==> config.mk <==
export PLATFORM = sky130hd
export DESIGN_NAME = stream_mux_rr
export DESIGN_NICKNAME = d
export VERILOG_FILES = /design/src/rtl/stream_mux_pkg.sv /design/src/rtl/rr_arbiter.sv /design/src/rtl/stream_mux_rr.sv
export SDC_FILE = /design/constraint.sdc
export NUM_CORES = 1
export LEC_CHECK = 0
export ABC_AREA = 1
export CORE_ASPECT_RATIO = 0.6
export CORE_MARGIN = 5
export CORE_UTILIZATION = 48
export DETAILED_ROUTE_END_ITERATION = 6
export GPL_TIMING_DRIVEN = 0
export PLACE_DENSITY = 0.92
export SYNTH_ARGS = -nofsm -noshare
export SYNTH_HDL_FRONTEND = slang
export SYNTH_SLANG_ARGS = --single-unit
==> constraint.sdc <==
create_clock -name clk_i -period 3.95 [get_ports clk_i]
set_clock_uncertainty 0.1 [all_clocks]
set_input_delay 0.79 -clock clk_i [delete_from_list [all_inputs] [get_ports clk_i]]
set_output_delay 0.79 -clock clk_i [all_outputs]
set_load 0.1 [all_outputs]
==> src/rtl/stream_mux_pkg.sv <==
// -----------------------------------------------------------------------------
// stream_mux_pkg
// Shared constants and helpers for the round-robin stream multiplexer.
//   N_MAX       : largest supported channel count
//   W_MIN       : smallest supported data width
//   clog2_min1  : index width for a channel count, never below 1 bit
//   chan_lsb    : LSB position of channel k inside a packed N*W data bus
// -----------------------------------------------------------------------------
package stream_mux_pkg;

    localparam int N_MAX = 16;
    localparam int W_MIN = 1;

    // Index width for a given channel count, clamped to at least one bit.
    function automatic int clog2_min1(input int value);
        if (value <= 2) begin
            return 1;
        end else begin
            return $clog2(value);
        end
    endfunction

    // Bit offset of channel 'chan' in a bus of 'width'-bit slices.
    function automatic int chan_lsb(input int chan, input int width);
        return chan * width;
    endfunction

endpackage

==> src/rtl/rr_arbiter.sv <==
// -----------------------------------------------------------------------------
// rr_arbiter
// Round-robin arbiter with a rotating priority pointer.
//   clk_i, rst_i   : clock, asynchronous active-high reset
//   req_i          : per-channel request
//   advance_i      : a beat from the granted channel was accepted this cycle
//   lock_i         : keep the pointer on the granted channel instead of
//                    moving past it (used while a packet holds the grant)
//   grant_o        : one-hot grant (all-zero when nothing requests)
//   grant_idx_o    : binary index of the granted channel
// -----------------------------------------------------------------------------
module rr_arbiter
    import stream_mux_pkg::*;
#(
    parameter int N  = 4,
    parameter int IW = clog2_min1(N)
) (
    input  logic          clk_i,
    input  logic          rst_i,
    input  logic [N-1:0]  req_i,
    input  logic          advance_i,
    input  logic          lock_i,
    output logic [N-1:0]  grant_o,
    output logic [IW-1:0] grant_idx_o
);

    logic [IW-1:0] ptr_q;
    logic [IW-1:0] ptr_d;

    // Search ptr, ptr+1, ... wrapping modulo N; first requester wins.
    always_comb begin
        int  cand;
        logic found;
        grant_o     = '0;
        grant_idx_o = '0;
        found       = 1'b0;
        for (int i = 0; i < N; i++) begin
            cand = int'(ptr_q) + i;
            if (cand >= N) begin
                cand = cand - N;
            end else begin
                cand = cand;
            end
            if (!found && req_i[cand]) begin
                found         = 1'b1;
                grant_o[cand] = 1'b1;
                grant_idx_o   = IW'(cand);
            end else begin
                found = found;
            end
        end
    end

    // Next pointer: stay on the winner while locked, otherwise step past it.
    always_comb begin
        if (!advance_i) begin
            ptr_d = ptr_q;
        end else if (lock_i) begin
            ptr_d = grant_idx_o;
        end else if (grant_idx_o == IW'(N - 1)) begin
            ptr_d = '0;
        end else begin
            ptr_d = grant_idx_o + IW'(1);
        end
    end

    // Priority pointer register.
    always_ff @(posedge clk_i or posedge rst_i) begin
        if (rst_i) begin
            ptr_q <= '0;
        end else begin
            ptr_q <= ptr_d;
        end
    end

endmodule

==> src/rtl/stream_mux_rr.sv <==
// -----------------------------------------------------------------------------
// stream_mux_rr
// N:1 valid/ready stream multiplexer with round-robin arbitration and a
// one-deep registered output stage (full throughput, no bubble on refill).
//   clk_i, rst_i  : clock, asynchronous active-high reset
//   in_data_i     : packed channel data, channel k at [k*W +: W]
//   in_valid_i    : per-channel beat valid
//   in_last_i     : per-channel end-of-packet flag
//   in_ready_o    : per-channel accept (at most one bit high)
//   out_data_o    : registered data
//   out_valid_o   : output register holds a beat
//   out_last_o    : registered in_last of the accepted beat
//   out_sel_o     : channel that supplied the current output beat
//   out_ready_i   : downstream accept
// Optional feature macro: STREAM_MUX_LOCK_EN -- when defined, the grant is held
// on a channel from its first non-last beat until its last beat is accepted.
// -----------------------------------------------------------------------------
module stream_mux_rr
    import stream_mux_pkg::*;
#(
    parameter int N  = 4,
    parameter int W  = 8,
    parameter int SW = clog2_min1(N)
) (
    input  logic           clk_i,
    input  logic           rst_i,
    input  logic [N*W-1:0] in_data_i,
    input  logic [N-1:0]   in_valid_i,
    input  logic [N-1:0]   in_last_i,
    output logic [N-1:0]   in_ready_o,
    output logic [W-1:0]   out_data_o,
    output logic           out_valid_o,
    output logic           out_last_o,
    output logic [SW-1:0]  out_sel_o,
    input  logic           out_ready_i
);

    if (N < 2 || N > N_MAX || W < W_MIN) begin : g_bad_param
        $error("stream_mux_rr: N or W outside the supported range");
    end

    logic [W-1:0]  out_data_q;
    logic          out_valid_q;
    logic          out_last_q;
    logic [SW-1:0] out_sel_q;

    logic          load_s;
    logic          accept_s;
    logic          lock_hold_s;
    logic [N-1:0]  req_s;
    logic [N-1:0]  grant_s;
    logic [N-1:0]  in_ready_s;
    logic [SW-1:0] grant_idx_s;
    logic [W-1:0]  sel_data_s;
    logic          sel_last_s;

    assign load_s   = !out_valid_q || out_ready_i;
    assign accept_s = |(in_valid_i & in_ready_s);

    // Ready only for the granted channel, only when the output can load,
    // and never while reset is asserted.
    always_comb begin
        if (rst_i || !load_s) begin
            in_ready_s = '0;
        end else begin
            in_ready_s = grant_s;
        end
    end

    // Select the granted channel's data and last flag.
    always_comb begin
        sel_data_s = in_data_i[chan_lsb(int'(grant_idx_s), W) +: W];
        sel_last_s = in_last_i[grant_idx_s];
    end

`ifdef STREAM_MUX_LOCK_EN
    logic lock_q;
    logic lock_d;

    // A non-last beat opens a packet lock; the last beat closes it.
    always_comb begin
        if (accept_s) begin
            lock_d = !sel_last_s;
        end else begin
            lock_d = lock_q;
        end
    end

    // While locked only the channel that owns the packet may request; the
    // last output beat always came from that channel, so out_sel_q names it.
    always_comb begin
        if (lock_q) begin
            req_s = in_valid_i & ({{(N-1){1'b0}}, 1'b1} << out_sel_q);
        end else begin
            req_s = in_valid_i;
        end
    end

    // Packet lock register.
    always_ff @(posedge clk_i or posedge rst_i) begin
        if (rst_i) begin
            lock_q <= 1'b0;
        end else begin
            lock_q <= lock_d;
        end
    end

    assign lock_hold_s = lock_d;
`else
    assign req_s       = in_valid_i;
    assign lock_hold_s = 1'b0;
`endif

    rr_arbiter #(
        .N  (N),
        .IW (SW)
    ) u_arb (
        .clk_i       (clk_i),
        .rst_i       (rst_i),
        .req_i       (req_s),
        .advance_i   (accept_s),
        .lock_i      (lock_hold_s),
        .grant_o     (grant_s),
        .grant_idx_o (grant_idx_s)
    );

    // Output register: refill on accept, empty when loadable but idle,
    // otherwise hold under backpressure.
    always_ff @(posedge clk_i or posedge rst_i) begin
        if (rst_i) begin
            out_data_q  <= '0;
            out_valid_q <= 1'b0;
            out_last_q  <= 1'b0;
            out_sel_q   <= '0;
        end else if (load_s) begin
            if (accept_s) begin
                out_data_q  <= sel_data_s;
                out_last_q  <= sel_last_s;
                out_sel_q   <= grant_idx_s;
                out_valid_q <= 1'b1;
            end else begin
                out_valid_q <= 1'b0;
            end
        end else begin
            out_valid_q <= out_valid_q;
        end
    end

    assign in_ready_o  = in_ready_s;
    assign out_data_o  = out_data_q;
    assign out_valid_o = out_valid_q;
    assign out_last_o  = out_last_q;
    assign out_sel_o   = out_sel_q;

endmodule
# Word level (Yosys, flattened, before mapping)
# Cells that the tools add are included.
[totals]
register_bits = 14
in_bits = 43
out_inout_bits = 16
wordCells = 88
[op_classes]
addsub = 8
magnitude_cmp = 13
eq_ne = 1
shift = 1
n_mux = 40
bitwise_logic = 4
reduce_logical = 16
[op_table]
columns = ["op", "n"]
rows = [
  ["$ge A32 B1 Y1 const B", 4],
  ["$lt A32 B4 Y1 const B", 4],
  ["$mux W32", 4],
  ["$ge A32 B4 Y1 const B", 3],
  ["$sub A32 B4 Y32 const B", 3],
  ["$shiftx A32 B6 Y8", 1],
  ["$mux W4", 5],
  ["$mux W1", 17],
  ["$or A4 B4 Y4", 3],
  ["$bmux W1 S2", 5],
  ["$mux W2", 5],
  ["$demux W1 S2", 4],
  ["$logic_and A1 B1 Y1", 7],
  ["$add A2 B2 Y3 const B", 2],
  ["$logic_not A1 Y1", 5],
  ["$and A4 B4 Y4", 1],
  ["$reduce_or A4 Y1", 1],
  ["$sub A2 B3 Y4 const B", 1],
  ["$add A2 B1 Y3 const B", 1],
  ["$ge A2 B3 Y1 const B", 1],
  ["$lt A2 B3 Y1 const B", 1],
  ["$add A2 B1 Y2 const B", 1],
  ["$eq A2 B2 Y1 const B", 1],
  ["$logic_or A1 B1 Y1", 2],
  ["$reduce_and A2 Y1", 1],
]

# Depth between registers and ports, before layout
# Gate-level depths: netlist of the first run.
[logic_depth]
word_depth = 19
depth_mapped = 17

# Cells and area by module
# A second synthesis of the first run with hierarchy kept.
[unflattened]
hier_cells = 224
hier_area_um2 = 1471.4
[by_module_without_submodules]
columns = ["module", "n_inst", "cells_per_inst", "area_per_inst_um2"]
rows = [
  ["stream_mux_rr", 1, 130, 888.4],
  ["rr_arbiter", 1, 94, 583.1],
]

# Least setup slack after synthesis of the first run
# OpenSTA, ideal clock, no wires.
[synth_timing]
kind = "register -> output"
startpoint = "register u_arb.ptr_q[0]"
endpoint = "output in_ready_o[0]"
arrival_ps = 2171
required_ps = 3060
setup_slack_ps = 889
path_stages_with_launch = 13
cell_sequence = "dfrtp_1 -> buf_6 -> inv_6 -> ha_1 -> inv_1 -> nand3_1 -> nand2_1 -> nand3_1 -> nor2_2 -> nand2_1 -> nand3_1 -> nand2_1 -> inv_1"
[synth_via]
elab_chain_len = 16
word_cells_on_any_way = 64
[synth_lines]
columns = ["element", "line_no", "text"]
rows = [
  ["start, declared", "rr_arbiter.sv:27", "logic [IW-1:0] ptr_q;"],
  ["start signal, assigned", "rr_arbiter.sv:72", "ptr_q <= ptr_d;"],
  ["branches (longest 14 deep; another with $sub A32 B4 Y32)", "--", ""],
  ["$mux W4 *", "rr_arbiter.sv:44", "if (!found && req_i[cand]) begin"],
  ["$mux W4 *", "stream_mux_rr.sv:63", "if (rst_i || !load_s) begin"],
  ["end, declared", "stream_mux_rr.sv:30", "output logic [N-1:0] in_ready_o,"],
]
# Every way passes the cells marked *. The select of a mux whose other input is x is not followed.

# Worst setup path in the final report of the first run
[layout_timing]
startpoint = "input in_valid_i[1]"
endpoint = "output in_ready_o[0]"
[layout_via]
elab_chain_len = 14
word_cells_on_any_way = 29
[layout_lines]
columns = ["element", "line_no", "text"]
rows = [
  ["start, declared", "stream_mux_rr.sv:28", "input logic [N-1:0] in_valid_i,"],
  ["$bmux W1 S2", "rr_arbiter.sv:44", ""],
  ["$mux W1 (implied by the code) (2 in a row)", "rr_arbiter.sv:44", ""],
  ["$mux W1", "rr_arbiter.sv:44", ""],
  ["$logic_not A1 Y1", "rr_arbiter.sv:44", ""],
  ["$logic_and A1 B1 Y1", "rr_arbiter.sv:44", ""],
  ["$mux W1", "rr_arbiter.sv:44", ""],
  ["$logic_not A1 Y1", "rr_arbiter.sv:44", ""],
  ["$logic_and A1 B1 Y1", "rr_arbiter.sv:44", ""],
  ["$mux W1", "rr_arbiter.sv:44", ""],
  ["$logic_not A1 Y1", "rr_arbiter.sv:44", ""],
  ["$logic_and A1 B1 Y1", "rr_arbiter.sv:44", ""],
  ["$mux W4 *", "rr_arbiter.sv:44", ""],
  ["$mux W4 *", "stream_mux_rr.sv:63", ""],
]
# Every way passes the cells marked *; elsewhere a longest branch is shown, timed or not. The select of a mux whose other input is x is not followed.

==> impl_metrics.json, run 1 <==
{
  "status": "completed",
  "post-route-period-util_pct": 94.17,
  "synthCells": 243,
  "netlist_area_um2": 1589,
  "synth-simple-area-share_pct": 52.68,
  "antenna_found_initial": 0,
  "port_buffers": 58,
  "tightest_slew_ns": 0.9691,
  "ys_seq_area_share_pct": 22.05,
  "synth_fa_ha_area_share_pct": 3.937,
  "grt_max_degree": 15,
  "grt_pass1_vias": 1592,
  "cap_violations": 0,
  "grt_first_pass_wirelength_um": 7210,
  "num-nets-final": 354,
  "syn-mean-instance-area_um2": 6.539,
  "final_max_slew_viol_count": 0,
  "postCtsSetupBuffers": 0,
  "synth_xor_area_share_pct": 0,
  "yosysMostFrequentCell": "nand2_1",
  "ctsHtreeMaxLevel": 1,
  "diodes": 0,
  "synthFlopType": "dfrtp_1",
  "rows": 16,
  "synth.area.top_cells": "dfrtp_1, nand2_1, nand3_1",
  "finalSetupTns_ns": 0,
  "yosys_warnings": 0,
  "wirelength_um": 4594,
  "gr-usage-all-layers_pct": 19.93,
  "cp.depth": 12,
  "grt_setup_unrepaired": "no",
  "dp_hpwl_um": 3728,
  "cp_cell_sequence": "clkdlybuf4s50_1, nand2_1, nand2_2, nand2_1, nand2_2, inv_2, nor2_2, nand2_1, nand3_1, nand2_1, inv_1, clkdlybuf4s15_2",
  "worstReg2RegStart": "u_arb.ptr_q[1]",
  "viasPerCell": 5.146,
  "core_area_um2": 3223,
  "grt.overflow.total": 0,
  "crit_path_start": "in_valid_i[1]",
  "hold_viol": 0,
  "required_ns": 3.06,
  "cts_tree": "yes",
  "synth-compound-area-share_pct": 7.717,
  "critPathMaxFanout": 9,
  "cts_root_buf": "clkbuf_8",
  "yosysTopAreaCell": "dfrtp_1",
  "initial_core_util_pct": 49.30,
  "path_class": "in2out",
  "die_area_um2": 4599,
  "async_flop_share_pct": 100.0,
  "startpoint_type": "input port",
  "synth_seq_cells": 14,
  "drc": 0,
  "cp_data_arrival_time_ns": 2.83,
  "muxShareOfSynthArea_pct": 0,
  "synth_top_family_by_area": "simple AND/OR/NAND/NOR gates",
  "ff2ff_path_depth": 16,
  "syn_to_final_growth_pct": 42.60,
  "wl_per_cell_um": 13.16,
  "synth_edf_count": 0,
  "syn_nets": 291,
  "critPathMostFrequentCell": "nand2_1",
  "critical-path-top-delay-family": "buffers and inverters",
  "endpoint_kind": "primary output",
  "min_path_cells": 2,
  "synth_common_cells": "nand2_1, nand3_1, inv_1, nand3b_1, dfrtp_1",
  "layout_min_cycle_time_ns": 3.720,
  "drt_iter0_drc": 187,
  "cts_made_buffers": 3,
  "final_layout_size_suffix_gt1_share_pct": 12.83,
  "worstSkewPairLatency_ns": 0.24,
  "yosysUniqueCellTypes": 25,
  "critPathSlowestCell": "clkdlybuf4s15_2",
  "synth_top_cell_area_share_pct": 22.05,
  "clockBufferDepth": 2,
  "slew_headroom_pct": 35.19,
  "place.gp.congestion": 1.026,
  "path_buf_inv": 4,
  "num_vias": 1796,
  "slowest_delay_ns": 0.55,
  "die_y_um": 54.57,
  "setup_violations": 0,
  "fmax_ghz": 0.2688,
  "hold_class": "reg2reg",
  "cts.sinks": 14,
  "min_from": "out_data_o[3]",
  "drt_pass1_iterations": 4,
  "die_x_um": 84.28,
  "cts.clk_slew.worst_paths_ns": 0.05,
  "ant_nets": 0,
  "ios": 59
}
-- layer usage --
| layer | vias to the layer above | part of all wire [%] | GRT usage, % |
|---|---|---|---|
| li1 | 911 | - | - |
| met3 | 8 | 12 | 4.662 |
| met4 | 0 | 1.0 | 5.615 |
| met2 | 89 | 41 | 31.81 |
| met5 | - | 0 | 0 |
| met1 | 788 | 46 | 27.36 |
-- worst min-delay path, stage by stage, from the launching register on --
cell and delay [ns]:
dfrtp_1 0.34, nand2_1 0.05, nand2_1 0.05
-- area by class of cell --
cell class / count / area (um^2)
Sequential cell: 14 / 350.3
Timing Repair Buffer: 58 / 579.3
Clock buffer: 3 / 41.29
Buffer: 9 / 83.83
Tap cell: 45 / 56.30
Multi-Input combinational cell: 186 / 1022
Inverter: 34 / 132.6
Fill cell: 273 / 957.2
-- placed cells by master (no fill, tap or decap), drive strengths merged, types with 4 or more instances in the layout --
cell type / synthesis / routed
nand2: 91 / 91
clkdlybuf4s50: 0 / 54
nand3: 37 / 37
inv: 34 / 34
nand3b: 18 / 18
o21ai: 15 / 15
dfrtp: 14 / 14
buf: 9 / 9
nor2: 7 / 7
nand4: 6 / 6
ha: 5 / 5
a21boi: 5 / 5
clkbuf: 0 / 4
-- what timing repair did --
item                       4_1_cts  5_1_grt
hold buffers                     0        0
gates resized for setup         10        2
setup endpoints to repair        4        1
cloned                           0        0
-- flip-flops by register name (all words and copies together) (netlist names) --
signal and flops:
out_last_o 1, out_data_o 8, u_arb.ptr_q 2, out_sel_o 2
out_valid_o 1
-- through the flow --
| step | std cells | setup WS, ns | cell area [um^2] | hold slack (ns) | util, % |
|---|---|---|---|---|---|
| 3_5_place_dp | 346 | -0.3355 | 2226 | 0.3709 | 69.06 |
| 3_3_place_gp | 346 | -0.3005 | 2226 | 0.3628 | 69.06 |
| 2_1_floorplan | 243 | 0.8885 | 1589 | 0.4548 | - |
| 5_1_grt | 349 | 0.09854 | 2266 | 0.4149 | 70.30 |
| 4_1_cts | 349 | 0.03077 | 2270 | 0.3842 | 70.42 |
| 6_report | 349 | 0.2304 | 2266 | 0.3797 | 70.30 |
-- kinds of logic (layout without fill, tap and decap cells) --
logic type / count (synthesis) / in the layout
and+or+nand+nor: 159 / 159
DFF: 14 / 14
adders and majority gates: 5 / 5
AOI/OAI and AO/OA: 22 / 22
buffers and inverters: 43 / 104
-- worst paths after layout --
check,slack (ns),end
max,0.23,in_ready_o[0]
min,0.38,out_data_o[3]
min in group asynchronous,0.80,out_data_o[2]
max in group asynchronous,2.61,u_arb.ptr_q[1]
min reg2reg,0.38,out_data_o[3]
max reg2reg,1.23,out_last_o
Power of run 1 is left out: the tool's default activity adds up to more than one toggle a clock period on the data nets, which glitch-free logic cannot reach.
==> run 2: changes to the inputs <==
- clock period: 3.95 -> 4.6 ns (I/O delays scaled with it)
==> run 2 against run 1 <==
Against the previous run: critical path depth did not move; sequential share of layout area is 0.076 points lower; die area unchanged; largest cell class unchanged; design area grew 0.50%; wire length increased by 0.54%; final cell count did not move; worst hold slack about the same; non-clock buffer count did not move.
==> impl_metrics.json, run 2 (synthesis results as in run 1) <==
{
  "largest_reg_flops": 8,
  "gr-usage-all-layers_pct": 19.93,
  "die_x_um": 84.28,
  "grt_max_degree": 15,
  "critPathMaxFanout": 9,
  "cp_data_arrival_time_ns": 3.16,
  "endpoint_kind": "primary output",
  "cts_tree": "yes",
  "grt.overflow.total": 0,
  "post-route-period-util_pct": 90.80,
  "finalSetupTns_ns": 0,
  "final_layout_size_suffix_gt1_share_pct": 11.51,
  "slowest_delay_ns": 0.75,
  "fmax_ghz": 0.2394,
  "status": "completed",
  "setup_violations": 0,
  "required_ns": 3.58,
  "drt_iter0_drc": 206,
  "postCtsSetupBuffers": 0,
  "worstSkewPairLatency_ns": 0.24,
  "worstReg2RegStart": "u_arb.ptr_q[1]",
  "wl_per_cell_um": 13.23,
  "cts_made_buffers": 3,
  "min_from": "out_data_o[3]",
  "die_area_um2": 4599,
  "grt_setup_unrepaired": "no",
  "cts_root_buf": "clkbuf_8",
  "final_max_slew_viol_count": 0,
  "antenna_found_initial": 0,
  "route.met3.wl_um": 585,
  "ant_nets": 0,
  "slew_headroom_pct": 34.15,
  "cp_cell_sequence": "clkdlybuf4s50_1, nand2_1, nand2_2, nand2_1, nand2_2, inv_2, nor2_2, nand2_1, nand3_1, nand2_1, inv_1, dlymetal6s2s_1",
  "ios": 59,
  "num-nets-final": 354,
  "hold_class": "reg2reg",
  "initial_core_util_pct": 49.30,
  "core_area_um2": 3223,
  "layout_min_cycle_time_ns": 4.177,
  "critPathSlowestCell": "dlymetal6s2s_1",
  "viasPerCell": 5.135,
  "utilization_pct": 70.65,
  "cts.sinks": 14,
  "cap_violations": 0,
  "dr_wl_met2_um": 1909,
  "rows": 16,
  "dp_hpwl_um": 3728,
  "hold_viol": 0,
  "path_class": "in2out",
  "hold_buffers": 0,
  "fin_ws_ns": 0.4232,
  "die_y_um": 54.57,
  "dpl.cell_count": 346,
  "wl_met1_um": 2079,
  "cts_resized": 0,
  "wirelength_um": 4619,
  "port_buffers": 58,
  "tightest_slew_ns": 0.9862,
  "drt_pass1_iterations": 4,
  "top_layer_used": "met4",
  "startpoint_type": "input port",
  "grt_pass1_vias": 1592,
  "syn_to_final_growth_pct": 43.31,
  "diodes": 0,
  "mostFrequentLayoutCells": "nand2_1, clkdlybuf4s50_1, nand3_1",
  "drc": 0,
  "place.gp.congestion": 1.026,
  "dp_slack_ns": 0.05446,
  "ctsHtreeMaxLevel": 1,
  "final_common_cell": "nand2_1",
  "critPathMostFrequentCell": "nand2_1",
  "clockBufferDepth": 2,
  "cts.clk_slew.worst_paths_ns": 0.06,
  "crit_path_start": "in_valid_i[1]",
  "grt_first_pass_wirelength_um": 7210,
  "num_vias": 1792,
  "stdcell_count": 349
}
[run 2: worst max-delay path: cells and delay by family]
kind                   cells  cell delay [ns]
buffers and inverters      4             1.45
and+or+nand+nor            8             0.78
[run 2: through the flow]
step | area (um^2) | hold WS (ns)
finish | 2277 | 0.3794
global route | 2277 | 0.4149
CTS | 2267 | 0.3842
detailed placement | 2226 | 0.3709
global placement | 2226 | 0.3628
floorplan | 1589 | 0.4548
[run 2: worst paths after layout]
kind / endpoint / slack (ns) / cells past startpoint
max in group asynchronous: u_arb.ptr_q[0] / 3.14 / 2
max: in_ready_o[0] / 0.42 / 12
max reg2reg: out_last_o / 1.89 / 16
min reg2reg: out_data_o[3] / 0.38 / 2
min: out_data_o[3] / 0.38 / 2
min in group asynchronous: out_data_o[2] / 0.93 / 2
[run 2: per-layer routing]
layer  track usage (%)  vias to the layer above
li1                  -                      911
met1             27.36                      784
met2             31.81                       91
met3             4.662                        6
met4             5.615                        0
met5                 0                        -
[run 2: layout make-up]
cell class | count | area [um^2]
fill | 270 | 945.9
sequential | 14 | 350.3
timing repair buffer | 58 | 590.6
clock buffer | 3 | 41.29
multi-input combinational | 186 | 1022
inverter | 34 | 132.6
buffer | 9 | 83.83
tap | 45 | 56.30
Power of run 2 is left out for the same reason.
==> run 3: changes to the inputs <==
- CORE_MARGIN: 5 -> unset
==> run 3 against run 2 <==
Against the previous run: first-iteration DRC count down 56%; die area decreased by 23%; worst hold slack better by 0.0074 ns; critical path depth is the same; design area fell by 0.16%; utilization is 5.1 points higher; wire length down 3.1%.
==> impl_metrics.json, run 3 (synthesis results as in run 1) <==
{
  "utilization_pct": 75.71,
  "post-route-period-util_pct": 91.84,
  "layout_min_cycle_time_ns": 4.224,
  "dpl.cell_count": 343,
  "path_class": "in2out",
  "die_x_um": 76.28,
  "syn_to_final_growth_pct": 43.07,
  "startpoint_type": "input port",
  "fin_area_um2": 2273,
  "wirelength_um": 4478,
  "endpoint_kind": "primary output",
  "clockBufferDepth": 2,
  "grt_setup_unrepaired": "no",
  "final_max_slew_viol_count": 0,
  "ctsHtreeMaxLevel": 1,
  "num_vias": 1792,
  "largest_reg_flops": 8,
  "critPathMaxFanout": 9,
  "hold_class": "reg2reg",
  "diodes": 0,
  "drc": 0,
  "worstSkewPairLatency_ns": 0.24,
  "mostFrequentLayoutCells": "nand2_1, clkdlybuf4s50_1, nand3_1",
  "path_buf_inv": 4,
  "die_y_um": 46.57,
  "hold_viol": 0,
  "cts_root_buf": "clkbuf_8",
  "cp_cell_sequence": "clkdlybuf4s50_1, nand2_2, nand2_2, nand2_1, nand2_2, inv_2, nor2_2, nand2_1, nand3_1, nand2_1, inv_1, dlymetal6s2s_1",
  "setup_violations": 0,
  "drt_pass1_iterations": 4,
  "place.gp.congestion": 0.8950,
  "slowest_delay_ns": 0.74,
  "slew_headroom_pct": 34.96,
  "cts_made_buffers": 3,
  "tightest_slew_ns": 0.9725,
  "die_area_um2": 3552,
  "wl_per_cell_um": 12.94,
  "cap_violations": 0,
  "critical-path-top-delay-family": "buffers and inverters",
  "grt.overflow.total": 0,
  "antenna_found_initial": 0,
  "grt_pass1_vias": 1559,
  "dp_hpwl_um": 3459,
  "final_common_cell": "nand2_1",
  "ios": 59,
  "cts.sinks": 14,
  "drt_iter0_drc": 91,
  "grt_max_degree": 15,
  "port_buffers": 58,
  "stdcell_count": 346,
  "status": "completed",
  "required_ns": 3.58,
  "critPathSlowestCell": "dlymetal6s2s_1",
  "placed_cell_area_um2": 2222,
  "cp_data_arrival_time_ns": 3.20,
  "ant_nets": 0,
  "cts.clk_slew.worst_paths_ns": 0.05,
  "fmax_ghz": 0.2367,
  "viasPerCell": 5.179,
  "grt_first_pass_wirelength_um": 7113,
  "initial_core_util_pct": 52.92,
  "rows": 15,
  "num-nets-final": 354,
  "cts_tree": "yes",
  "final_layout_size_suffix_gt1_share_pct": 11.51,
  "core_area_um2": 3003,
  "gr-usage-all-layers_pct": 26.05,
  "finalSetupTns_ns": 0
}
run 3: layout make-up:
class	count	area (um^2)
Clock buffer	3	41.29
Multi-Input combinational cell	186	1022
Buffer	9	83.83
Fill cell	248	729.5
Sequential cell	14	350.3
Tap cell	42	52.55
Inverter	34	132.6
Timing Repair Buffer	58	590.6
run 3: final timing paths:
kind	from	end	slack, ns	cells past startpoint
worst max-delay path	in_valid_i[0]	in_ready_o[3]	0.38	12
worst min-delay path	out_data_o[4]	out_data_o[4]	0.39	2
worst max register to register	u_arb.ptr_q[1]	out_data_o[0]	1.88	16
worst min register to register	out_data_o[4]	out_data_o[4]	0.39	2
max in group asynchronous	rst_i	out_sel_o[0]	3.10	2
min in group asynchronous	rst_i	out_valid_o	0.96	2
run 3: per-stage QoR:
stage,hold WS (ns),worst slack (ns)
2_1_floorplan,0.4548,1.334
3_3_place_gp,0.3645,0.08588
3_5_place_dp,0.3689,0.06342
4_1_cts,0.3830,0.05400
5_1_grt,0.4067,0.2329
6_report,0.3868,0.3756
run 3: repair_timing:
item,4_1_cts,5_1_grt
hold buffers,0,0
resized for setup,0,4
setup endpoints to repair,0,4
setup buffers,0,0
run 3: metal layers:
layer / global-route usage [%] / vias up / wire length [um]
met1: 37.14 / 780 / 2158
li1: - / 907 / -
met3: 4.158 / 12 / 382
met4: 9.231 / 0 / 86
met2: 40.36 / 93 / 1850
met5: 0 / - / 0
run 3: tightest hold or removal path, stage by stage (launching register included):
cell and delay (ns):
dfrtp_1 0.35, nand2_1 0.06, nand2_1 0.05
Power of run 3 is left out for the same reason.
